[src/rtl/div_rate_ctrl.sv]
// Programmable clock divider with a glitch-free registered output, a per-period tick,
// and a ready/valid divisor update that is deferred to the next period boundary while running.
module div_rate_ctrl #(
    parameter int CNT_W   = 16,
    parameter int DEF_DIV = 50000
) (
    input  logic             CLK,
    input  logic             RST,
    input  logic             en,
    input  logic             cfg_valid,
    input  logic [CNT_W-1:0] cfg_div,
    output logic             cfg_ready,
    output logic             cfg_err,
    output logic             div_out,
    output logic             tick,
    output logic             busy
);

    localparam logic [CNT_W-1:0] DEF_DIV_W = CNT_W'(DEF_DIV);
    localparam logic [CNT_W-1:0] ONE       = CNT_W'(1);

    typedef enum logic [1:0] {IDLE, RUN, PEND} state_t;

    state_t           state_q, state_d;
    logic [CNT_W-1:0] cnt_q, cnt_d;
    logic [CNT_W-1:0] div_act_q, div_act_d;
    logic [CNT_W-1:0] div_sh_q, div_sh_d;
    logic             cfg_err_q, cfg_err_d;
    logic             div_out_q, div_out_d;
    logic             accept, div_ok, boundary;

    assign accept   = cfg_valid && cfg_ready;
    assign div_ok   = (cfg_div >= CNT_W'(2));
    assign boundary = (cnt_q == div_act_q - ONE);

    always_ff @(posedge CLK) begin
        if (RST) begin
            state_q   <= IDLE;
            cnt_q     <= '0;
            div_act_q <= DEF_DIV_W;
            div_sh_q  <= '0;
            cfg_err_q <= 1'b0;
            div_out_q <= 1'b0;
        end else begin
            state_q   <= state_d;
            cnt_q     <= cnt_d;
            div_act_q <= div_act_d;
            div_sh_q  <= div_sh_d;
            cfg_err_q <= cfg_err_d;
            div_out_q <= div_out_d;
        end
    end

    always_comb begin
        state_d   = state_q;
        cnt_d     = cnt_q;
        div_act_d = div_act_q;
        div_sh_d  = div_sh_q;
        cfg_err_d = accept && !div_ok;
        case (state_q)
            IDLE: begin
                cnt_d = '0;
                if (accept && div_ok) div_act_d = cfg_div;
                if (en)               state_d   = RUN;
            end
            RUN: begin
                cnt_d = boundary ? '0 : cnt_q + ONE;
                if (accept && div_ok) begin
                    // Stopping on this very boundary: nothing left to defer to, so load directly.
                    if (boundary && !en) begin
                        div_act_d = cfg_div;
                        state_d   = IDLE;
                    end else begin
                        div_sh_d = cfg_div;
                        state_d  = PEND;
                    end
                end else if (boundary && !en) begin
                    state_d = IDLE;
                end
            end
            PEND: begin
                cnt_d = boundary ? '0 : cnt_q + ONE;
                if (boundary) begin
                    div_act_d = div_sh_q;
                    state_d   = en ? RUN : IDLE;
                end
            end
            default: begin
                state_d = IDLE;
                cnt_d   = '0;
            end
        endcase
        // Registered from next-state values so div_out lines up with cnt without a comb path.
        div_out_d = (state_d != IDLE) && (cnt_d >= (div_act_d >> 1));
    end

    always_comb begin
        cfg_ready = (state_q != PEND);
        busy      = (state_q != IDLE);
        tick      = (state_q != IDLE) && boundary;
        cfg_err   = cfg_err_q;
        div_out   = div_out_q;
    end

endmodule

[config.mk]
export PLATFORM = sky130hd
export DESIGN_NAME = div_rate_ctrl
export DESIGN_NICKNAME = d
export VERILOG_FILES = /design/src/rtl/div_rate_ctrl.sv
export SDC_FILE = /design/constraint.sdc
export NUM_CORES = 1
export LEC_CHECK = 0
export ABC_CLOCK_PERIOD_IN_PS = 4900
export CAP_MARGIN = 5
export CORE_MARGIN = 4
export CORE_UTILIZATION = 49
export CTS_CLUSTER_SIZE = 12
export DETAILED_ROUTE_END_ITERATION = 12
export PLACE_DENSITY = 0.68
export SYNTH_ARGS = -nofsm -noshare
export SYNTH_HDL_FRONTEND = slang
export SYNTH_SLANG_ARGS = --single-unit
[constraint.sdc]
create_clock -name CLK -period 4.9 [get_ports CLK]
set_input_delay 0.98 -clock CLK [delete_from_list [all_inputs] [get_ports CLK]]
set_output_delay 0.98 -clock CLK [all_outputs]
set_load 0.02 [all_outputs]
; Yosys cells after proc, flatten, opt, wreduce, memory -nomap -nowiden
; Index checks and enable logic that the tools add are counted.
[totals]
reg_bits = 52
inputBits = 20
output_inout_bits = 5
wordCells = 49
[op_classes]
addsub = 2
n_lt_le_gt_ge = 2
eq_ne = 8
mux = 14
bitwise_logic = 1
reduce_logical = 15
[ops]
columns = cell, count
row1 = two-way mux 16 bit, 6
row2 = one-hot mux 16 bit (3 select lines), 1
row3 = "adder 16 x 1 -> 16 bit, second input constant", 1
row4 = == test 16 bit, 1
row5 = greater-or-equal comparator 16 x 15 -> 1 bit, 1
row6 = "greater-or-equal comparator 16 x 2 -> 1 bit, second input constant", 1
row7 = "subtractor 16 x 1 -> 16 bit, second input constant", 1
row8 = two-way mux 2 bit, 5
row9 = "!= test 2 bit, second input constant", 5
row10 = logical AND 1 bit, 6
row11 = one-hot mux 2 bit (3 select lines), 1
row12 = AND reduction 5 bit, 1
row13 = nonzero test 2 bit, 2
row14 = AND reduction 3 bit, 1
row15 = nonzero test 3 bit, 1
row16 = "== test 2 x 1 -> 1 bit, second input constant", 1
row17 = "== test 2 bit, second input constant", 1
row18 = zero test 1 bit, 2
row19 = zero test 2 bit, 1
row20 = OR reduction 2 bit, 1
row21 = two-way mux 1 bit, 1
row22 = NOT 1 bit, 1

; Depth between registers and ports, before layout
; Gate-level depths: netlist of the first run.
[depth]
depth_word = 8
mapped_depth = 20
mapped_depth_nobuf = 19

; Least setup slack after synthesis of the first run
; Ideal clock, no wire load.
[synth_timing]
path_kind = register -> register
from = register div_act_q[1]
to = register div_out_q (netlist: div_out)
setup_time_ns = 0.142
arrival_ns = 4.281
t_required_ns = 4.758
setup_slack_ns = 0.476
path_stages_with_launch = 21
n_path_buf = 3
synth_period_minus_slack_ns = 4.424
path_cell_list = dfxtp_1 > inv_1 > ha_1 > nor4b_1 > nand4_1 > xnor2_1 > a2111o_1 > or4_1 > buf_2 > buf_6 > nand2_1 > buf_2 > nor2_1 > ha_1 > a21o_1 > a21oi_1 > o21ai_0 > a31oi_1 > o211ai_1 > a221oi_1 > a2111oi_1
[synth_between]
word_cells_on_any_way = 18
cone_classes = add/sub: 1 / order compare: 1 / eq/ne: 1 / mux: 12 / reduce/logical: 3
[synth_rtl]
columns = element, line
row1 = "start, declared", 26  ; logic [CNT_W-1:0] div_act_q, div_act_d;
row2 = "start signal, assigned", 47  ; div_act_q <= div_act_d;
row3 = subtractor 16 x 1 -> 16 bit, 34  ; assign boundary = (cnt_q == div_act_q - ONE);
row4 = == test 16 bit, 34
row5 = two-way mux 16 bit, "67, 82"
row6 = two-way mux 16 bit, n/a
row7 = via cnt_d[1], 25  ; logic [CNT_W-1:0] cnt_q, cnt_d;
row8 = greater-or-equal comparator 16 x 15 -> 1 bit, 94  ; div_out_d = (state_d != IDLE) && (cnt_d >= (div_act_d >> 1));
row9 = logical AND 1 bit, 94
row10 = "end signal, assigned", 50  ; div_out_q <= div_out_d;
row11 = "end, declared", 29  ; logic div_out_q, div_out_d;
; The timed path passes the listed nets, and every way through them passes these cells. The select of a mux whose other input is x is not followed.
; A chain may end at the register's enable or synchronous reset.

; Final worst setup path of the first run
[layout_timing]
from = register div_act_q[1]
to = register div_out_q (netlist: div_out)
[layout_between]
elab_chain_len = 8
word_cells_on_any_way = 18
cone_classes = add/sub: 1 / order compare: 1 / eq/ne: 1 / mux: 12 / reduce/logical: 3
[layout_lines]
columns = element, line
row1 = subtractor 16 x 1 -> 16 bit, 34
row2 = == test 16 bit, 34
row3 = logical AND 1 bit, "70, 77"
row4 = "two-way mux 16 bit, or another cell as far along", 70  ; if (boundary && !en) begin
row5 = two-way mux 16 bit / two-way mux 2 bit (equally long branches), 68  ; if (accept && div_ok) begin
row6 = one-hot mux 16 bit (3 select lines) / one-hot mux 2 bit (3 select lines) (equally long branches), 60  ; case (state_q)
row7 = greater-or-equal comparator 16 x 15 -> 1 bit / nonzero test 2 bit (equally long branches), 94
row8 = logical AND 1 bit *, 94
; Mark *: on every way between the ends. The rest lies on a longest branch, timed or not. The select of a mux whose other input is x is not followed.

==> results.md, run 1 <==
* Worst-path clk slew at approximately 100 ps
* Pwr Total at 0.001286 W
* Max Fanout on Critical Path at 17
* Final Hold Fails at 0
* Sw frac at 0.3688
* Final period utilization at 0.9561
* DRT antenna net count at 0
* Final WL at about 11,000 microns
* Critical path capture point type: register
* Syn Inst Count at 472
* Crit path buffers/inverters at 2
* Sink Count at between 50 and 60
* Initial Utilization at 0.5143
* PD cells at 292.5 nW/um^2
* Die Height at 96.18 microns
* Synthesized flop and latch total at 52
* Synth cell count leaders: dfxtp_1 (52), nor2_1 (46), nand2_1 (37)
* Drc violations at 0
* Root cell of the clock tree: clkbuf_8
* Slew @ Worst Pin at 635.1 ps
* Dpl cell area at 4250 sq um
* Cell accounting for the most synthesized area: dfxtp_1
* Status: complete, no violations
* Xor and xnor area share after synthesis at 0.08046
* Synth Flop Type: dfxtp_1
* Synth cell types at between 60 and 70
* Core area at between 7000 and 8000 sq um
* Net Count, Synth at roughly 500
* H-tree depth at 2
* Pin count of the biggest net entering global routing at 34
* RD Place Congestion at 0.9770
* Required time worst endpoint at 5070 ps
* Top Family by Delay on Critical Path: simple AND/OR/NAND/NOR gates
* Slew Limit Fails at 0
* NetSw at 0.0004743 W
* Layout cell share with drive strength beyond 1 at 0.1116
* FF/Latch Area at 1041 sq um
* WP data arrival at 4860 ps
* Routed via count at 3,728
* P&R area growth vs syn at 15.37%
* Die W at 96.18 microns
* Mapped cell area at 3810 sq um
* Worst vdd ir at roughly 0.00014 V
* Nets at 542
* Gr usage total at 0.2546
* CP Class: register to register
* Drt wl/cell at 18.45 microns
* Vias in the first global route at 3,512
* Number of flops mapped to enable cells by yosys at 0
* Max Buffers Root-to-Sink at 2
* Yosys warning total at 0
* Fillers at 669
* Crit-path cells: buf_4 -> or4_1 -> nor3_2 -> mux2i_1 -> or3_4 -> or4_1 -> buf_12 -> nor2_2 -> a31oi_1 -> a22o_1 -> ha_1 -> a21o_1 -> a21oi_1 -> nor2b_1 -> o21ai_1 -> o211ai_1 -> a221oi_2 -> a2111oi_2
* Top cell type's share of synthesized area at 0.2732
* Final Cell Area at 4395 sq um
* Main combinational cell family by area after synthesis: simple AND/OR/NAND/NOR gates
* Std cell rows at 31
* Synth area leaders: dfxtp_1 (27%), ha_1 (6.9%), a221oi_1 (4.6%)
* Finished Layout Cells at 601
* Flop pwr share at 0.382
* Worst clock skew at 8.880 ps
* Synth Area in Compound Gates at 0.2276
* Fmax at 213.5 MHz
* GR Overflow Total at 0
* Clock insertion delay at the later pin of the skew report at 310 ps
* Via density at 6.203
* Initial antenna violation count at 0
* CP max stage delay at 570 ps
* Synth Area in Adders at 0.06897
* Total I/O pin count at 25
* First-pass GRT wire length at 18,190 microns
* Startpoint types: register
* CTS Buf Count at 5
* # setup viols final at 0
* Power share of the combinational group at 0.379
* Share of the yosys chip area belonging to registers at 0.2732
* CTS tree: built
* Hold crit path type: register to register
* Synth Area in Simple Gates at 0.2598
* Count leader, synth: dfxtp_1
* Max Cap Violations at 0
* Slew HR at 0.5750
* Leak pwr at 1.635 nW
* Slowest cell on crit path: or4_1
* Async SR Flop Fraction at 0
* Area occupied by multi-input gates at 2615 sq um
* Diodes inserted at 0
* Fin crit period at 4685 ps
* Placed cells at 592
* Detailed-placement wirelength estimate at 8629 microns
* TNS Setup at 0 ps
* Die Area at 9250 sq um
* Int Pwr at 0.0008116 W
* IO buf count at 24
* Drt first pass iters at 4
* Avg Cell Area, Syn at 8.072 sq um
* Post-synthesis mux area share at 0.04466
* Clk network pwr share at 0.240
* 1st-iter DRT viols at 215
* Most used cell, CP: or4_1
==> cells by family (layout without fill, tap and decap cells) <==
| logic type | after synthesis | count (layout) |
|---|---|---|
| multiplexers | 17 | 17 |
| flip-flops | 52 | 52 |
| XOR/XNOR | 35 | 35 |
| adder cells (fa/ha/maj) | 21 | 21 |
| buffers and inverters | 40 | 70 |
| AO/OA/AOI/OAI | 117 | 117 |
| AND/OR/NAND/NOR | 190 | 190 |
==> power by group through the flow <==
stage | Sequential, W | Clock (W) | Combinational [W]
after floorplan | 0.000486 | 0 | 0.000334
after global placement | 0.000498 | 0 | 0.000470
after detailed placement | 0.000499 | 0 | 0.000475
after CTS | 0.000489 | 0.000315 | 0.000477
after global routing | 0.000495 | 0.000326 | 0.000537
final | 0.000491 | 0.000308 | 0.000487
==> worst reg2reg max path, cell delays in order (launching register included) <==
cell and delay [ps]:
dfxtp_1 320, buf_4 150, or4_1 570, nor3_2 240, mux2i_1 120, or3_4 440, or4_1 550, buf_12 190
nor2_2 230, a31oi_1 140, a22o_1 280, ha_1 290, a21o_1 180, a21oi_1 140, nor2b_1 60, o21ai_1 150
o211ai_1 130, a221oi_2 290, a2111oi_2 90
==> cell type report <==
class,instances,area share
timing repair buffer,51,0.1045
inverter,11,0.009394
tap,99,0.02818
clock buffer,5,0.01566
sequential,52,0.2368
clock inverter,3,0.01053
multi-input combinational,380,0.5949
==> path summary, 6_finish.rpt <==
kind | startpoint | end | slack (ps) | depth (start not counted)
setup reg to reg | div_act_q[1] | div_out | 220 | 18
hold reg to reg | div_sh_q[12] | div_sh_q[12] | 510 | 2
hold / removal | div_sh_q[12] | div_sh_q[12] | 510 | 2
setup / recovery | div_act_q[1] | div_out | 220 | 18
==> state kept, by name, summed over array words and instances, names as in the netlist <==
register and cells:
cnt_q 16, state_q 2, div_sh_q 16, div_act_q 16, cfg_err 1, div_out 1
==> metrics by stage <==
step	hold WS, ps	setup WS (ps)	util
after floorplan	459.0	476.4	-
after global placement	482.2	191.7	0.5737
after detailed placement	483.7	110.0	0.5737
after CTS	511.2	71.76	0.5893
after global routing	547.5	-1.198	0.5933
final	510.6	215.2	0.5933
==> cells in the final DEF (no fill, tap or decap), types with 6 or more instances in the layout <==
master	synthesis	layout
dfxtp_1	52	52
nor2_1	46	45
nand2_1	37	37
nor3_1	31	31
buf_4	0	25
a21oi_1	24	24
clkdlybuf4s50_1	0	24
ha_1	21	21
xnor2_1	19	19
a221oi_1	20	19
mux2i_1	17	17
o21ai_0	17	16
xor2_1	16	16
nand3_1	16	16
a31oi_1	13	13
inv_1	11	11
and3_1	11	11
nor4_1	6	6
and2_1	6	6
==> layer usage <==
metal | share of wire | wire length (microns) | track usage
met1 | 0.46 | 5145 | 0.3615
met2 | 0.46 | 5098 | 0.4083
met3 | 0.062 | 683 | 0.02971
met4 | 0.014 | 160 | 0.06280
met5 | 0 | 0 | 0
==> timing repair <==
| action | CTS | global route |
|---|---|---|
| endpoints found under the setup margin | 0 | 1 |
| buffers inserted | 0 | 1 |
| gates resized for setup | 0 | 6 |
| hold buffers | 0 | 0 |
(Power assumes the default switching activity.)
==> inputs of run 2 (changes only) <==
--- a/config.mk
+++ b/config.mk
@@ -5,7 +5,7 @@
 export SDC_FILE = /design/constraint.sdc
 export NUM_CORES = 1
 export LEC_CHECK = 0
-export ABC_CLOCK_PERIOD_IN_PS = 4900
+export ABC_CLOCK_PERIOD_IN_PS = 4500
 export CAP_MARGIN = 5
 export CORE_MARGIN = 4
 export CORE_UTILIZATION = 49
==> constraint.sdc (replaced) <==
create_clock -name CLK -period 4.5 [get_ports CLK]
set_input_delay 0.45 -clock CLK [delete_from_list [all_inputs] [get_ports CLK]]
set_output_delay 0.45 -clock CLK [all_outputs]
set_load 0.02 [all_outputs]
==> run 2 against run 1 <==
Net effect: sequential power is 10% higher; clock skew is 1.8 ps lower; critical endpoint unchanged; sequential share of layout area is 1.8 points lower; critical path type unchanged; final cell count is 3.5% higher; via count is 5.4% higher; count of clock-buffer cells in the layout is 1 higher; largest cell class unchanged; clock power is 6.5% higher; global-route usage is 0.72 points higher; setup slack worse by 89 ps; die area stayed put; highest routed layer unchanged.
==> results.md, run 2 (synthesis results as in run 1) <==
* Slew Limit Fails at 0 (unchanged)
* First-pass GRT wire length at 18,590 microns (was 18,190 microns)
* Core area at 7408 sq um (unchanged)
* Initial Utilization at 0.5143 (unchanged)
* Reg-to-reg critical path endpoint: div_out (unchanged)
* Leak pwr at 1.836 nW (was 1.635 nW)
* Gr usage total at 0.2618 (was 0.2546)
* Hold crit path type: register to register (unchanged)
* Finished Layout Cells at 622 (was 601)
* H-tree depth at 2 (unchanged)
* CP Class: register to register (unchanged)
* Int Pwr at 0.0009259 W (was 0.0008116 W)
* RD Place Congestion at 0.9641 (was 0.9770)
* Commonest non-fill, non-tap cell in the layout: dfxtp_1 (unchanged)
* Worst-path clk slew at 100 ps (about the same)
* PD cells at 308.2 nW/um^2 (was 292.5 nW/um^2)
* Clock insertion delay at the later pin of the skew report at 310 ps (about the same)
* Die Area at 9250 sq um (unchanged)
* Via density at 6.317 (was 6.203)
* Fillers at 653 (was 669)
* Top Family by Delay on Critical Path: compound AO/OA/AOI/OAI gates (was simple AND/OR/NAND/NOR gates)
* Fmax at 228.6 MHz (was 213.5 MHz)
* Clk network pwr share at 0.222 (was 0.240)
* Flop pwr share at 0.367 (was 0.382)
* Slew @ Worst Pin at 620.2 ps (was 635.1 ps)
* Final Hold Fails at 0 (unchanged)
* Pin count of the biggest net entering global routing at 27 (was 34)
* Drt first pass iters at 6 (was 4)
* WP data arrival at 4540 ps (was 4860 ps)
* Commonest non-fill, non-tap cells in the layout: dfxtp_1 (46), nor2_1 (44), buf_4 (42) (was dfxtp_1 (52), nor2_1 (45), nand2_1 (37))
* Top Registers: cnt_q (16), div_act_q (16), div_sh_q (16) (unchanged)
* Startpoint types: register (unchanged)
* Max Cap Violations at 0 (unchanged)
* Placed cells at 606 (was 592)
* Die Height at 96.18 microns (unchanged)
* Reg2Reg Setup Slack at 130 ps (was 220 ps)
* NetSw at 0.0005533 W (was 0.0004743 W)
* IO buf count at 24 (unchanged)
* Worst clock skew at 7.062 ps (was 8.880 ps)
* Detailed-placement wirelength estimate at 9042 microns (was 8629 microns)
* Worst reg-to-reg path cell count at 16 (was 18)
* Die W at 96.18 microns (unchanged)
* Hold EP: div_sh_q[6] (was div_sh_q[12])
* Max Fanout on Critical Path at 7 (was 17)
* R2r startpoint: div_act_q[10] (was div_act_q[1])
* Fin crit period at 4374 ps (was 4685 ps)
* CTS Buf Count at 5 (unchanged)
* Status: complete, no violations (unchanged)
* Drt wl/cell at 19.64 microns (was 18.45 microns)
* GR Overflow Total at 0 (unchanged)
* Crit path buffers/inverters at 2 (unchanged)
* Final WL at 12,220 microns (was 11,090 microns)
* Routed via count at 3,929 (was 3,728)
* Crit-path cells: or4_4 -> nor4_4 -> o211ai_1 -> a2111o_1 -> or4_4 -> buf_12 -> nor3_4 -> buf_6 -> a22o_4 -> o22ai_2 -> ha_1 -> a21o_1 -> a31oi_2 -> o211ai_1 -> a221oi_2 -> a2111oi_2 (was buf_4 -> or4_1 -> nor3_2 -> mux2i_1 -> or3_4 -> or4_1 -> buf_12 -> nor2_2 -> a31oi_1 -> a22o_1 -> ha_1 -> a21o_1 -> a21oi_1 -> nor2b_1 -> o21ai_1 -> o211ai_1 -> a221oi_2 -> a2111oi_2)
* Nets at 563 (was 542)
* Slowest cell on crit path: or4_4 (was or4_1)
* P&R area growth vs syn at 25.98% (was 15.37%)
* Initial antenna violation count at 0 (unchanged)
* Vias in the first global route at 3,613 (was 3,512)
* Root cell of the clock tree: clkbuf_8 (unchanged)
* Required time worst endpoint at 4670 ps (was 5070 ps)
* Sink Count at 52 (unchanged)
* Hold path startpoint: div_sh_q[6] (was div_sh_q[12])
* Max Buffers Root-to-Sink at 2 (unchanged)
* Layout cell share with drive strength beyond 1 at 0.2180 (was 0.1116)
* CP max stage delay at 590 ps (was 570 ps)
* Slew HR at 0.5850 (was 0.5750)
* 1st-iter DRT viols at 316 (was 215)
* Critical path capture point type: register (unchanged)
* Final period utilization at 0.9719 (was 0.9561)
* Sw frac at 0.3740 (was 0.3688)
* # setup viols final at 0 (unchanged)
* Drc violations at 0 (unchanged)
* DRT antenna net count at 0 (unchanged)
* Power share of the combinational group at 0.412 (was 0.379)
* Worst vdd ir at 0.0001912 V (was 0.0001394 V)
* CTS tree: built (unchanged)
* Diodes inserted at 0 (unchanged)
* Std cell rows at 31 (unchanged)
* Hold path cells at 2 (unchanged)
* Util after Layout at 0.6479 (was 0.5933)
* Total I/O pin count at 25 (unchanged)
==> run 2: cell types whose count changed in the layout (fill, tap and decap cells not counted), sizes merged <==
| cell | previous run | this run |
|---|---|---|
| buf | 27 | 47 |
| clkinv | 0 | 1 |
| inv | 12 | 11 |
| clkbuf | 5 | 7 |
| clkinvlp | 1 | 0 |
==> run 2: worst register-to-register path, cell delays in order, from the launching register on <==
cell and delay (ps):
dfxtp_2 330, or4_4 590, nor4_4 150, o211ai_1 130
a2111o_1 470, or4_4 520, buf_12 160, nor3_4 350
buf_6 180, a22o_4 140, o22ai_2 70, ha_1 330
a21o_1 200, a31oi_2 170, o211ai_1 120, a221oi_2 280
a2111oi_2 60
==> run 2: final cells by class <==
type / instances / area (sq um) / area share
Tap cell: 99 / 123.9 / 0.02581
Clock inverter: 2 / 35.03 / 0.007299
Clock buffer: 6 / 72.57 / 0.01512
Inverter: 11 / 41.29 / 0.008603
Sequential cell: 52 / 1049 / 0.2185
Multi-Input combinational cell: 380 / 2824 / 0.5884
Timing Repair Buffer: 72 / 654.4 / 0.1363
==> run 2: worst max-delay path by stage <==
| stage | from | end | slack [ps] | depth (start not counted) |
|---|---|---|---|---|
| after floorplan | div_act_q[1] | div_out | 80 | 20 |
| after global placement | div_act_q[7] | div_out | 70 | 17 |
| after detailed placement | div_act_q[1] | div_out | -140 | 21 |
| after CTS | div_act_q[1] | div_out | 5 | 21 |
| after global routing | div_act_q[10] | div_out | -60 | 18 |
| final | div_act_q[10] | div_out | 130 | 16 |
==> run 2: through the flow <==
| stage | worst slack [ps] | TNS, ps | cell area (sq um) | power, W | hold WS [ps] |
|---|---|---|---|---|---|
| floorplan | 76.42 | 0 | 3810 | 0.0008927 | 459.0 |
| global placement | 71.87 | 0 | 4368 | 0.001069 | 493.8 |
| detailed placement | -141.0 | -141.0 | 4368 | 0.001078 | 498.6 |
| CTS | 4.654 | 0 | 4506 | 0.001408 | 518.8 |
| global route | -55.90 | -55.90 | 4800 | 0.001554 | 543.7 |
| finish | 126.3 | 0 | 4800 | 0.001479 | 519.6 |
==> run 2: power groups by stage <==
stage / clock (W) / sequential, W / combinational, W
after detailed placement: 0 / 0.000544 / 0.000534
after CTS: 0.000332 / 0.000535 / 0.000541
after floorplan: 0 / 0.000529 / 0.000364
after global placement: 0 / 0.000542 / 0.000527
after global routing: 0.000353 / 0.000546 / 0.000655
final: 0.000328 / 0.000542 / 0.000609
==> run 2: timing repair <==
action	CTS	global route
gates resized for setup	6	46
setup buffers	0	7
pin swaps	2	28
hold buffers	0	0
gates cloned	0	1
endpoints found under the setup margin	1	1
==> run 2: routing by layer <==
| metal | track usage | vias to the layer above | share of wire |
|---|---|---|---|
| met5 | 0 | - | 0 |
| met4 | 0.08057 | 0 | 0.033 |
| met3 | 0.04144 | 30 | 0.079 |
| met2 | 0.4186 | 197 | 0.46 |
| met1 | 0.3598 | 1856 | 0.43 |
| li1 | - | 1846 | - |
==> inputs of run 3 (changes only) <==
--- a/config.mk
+++ b/config.mk
@@ -15,3 +15,4 @@
 export SYNTH_ARGS = -nofsm -noshare
 export SYNTH_HDL_FRONTEND = slang
 export SYNTH_SLANG_ARGS = --single-unit
+export TNS_END_PERCENT = 20
==> results of run 3 <==
No change in the layout: final DEF, timing and power equal those of run 2.
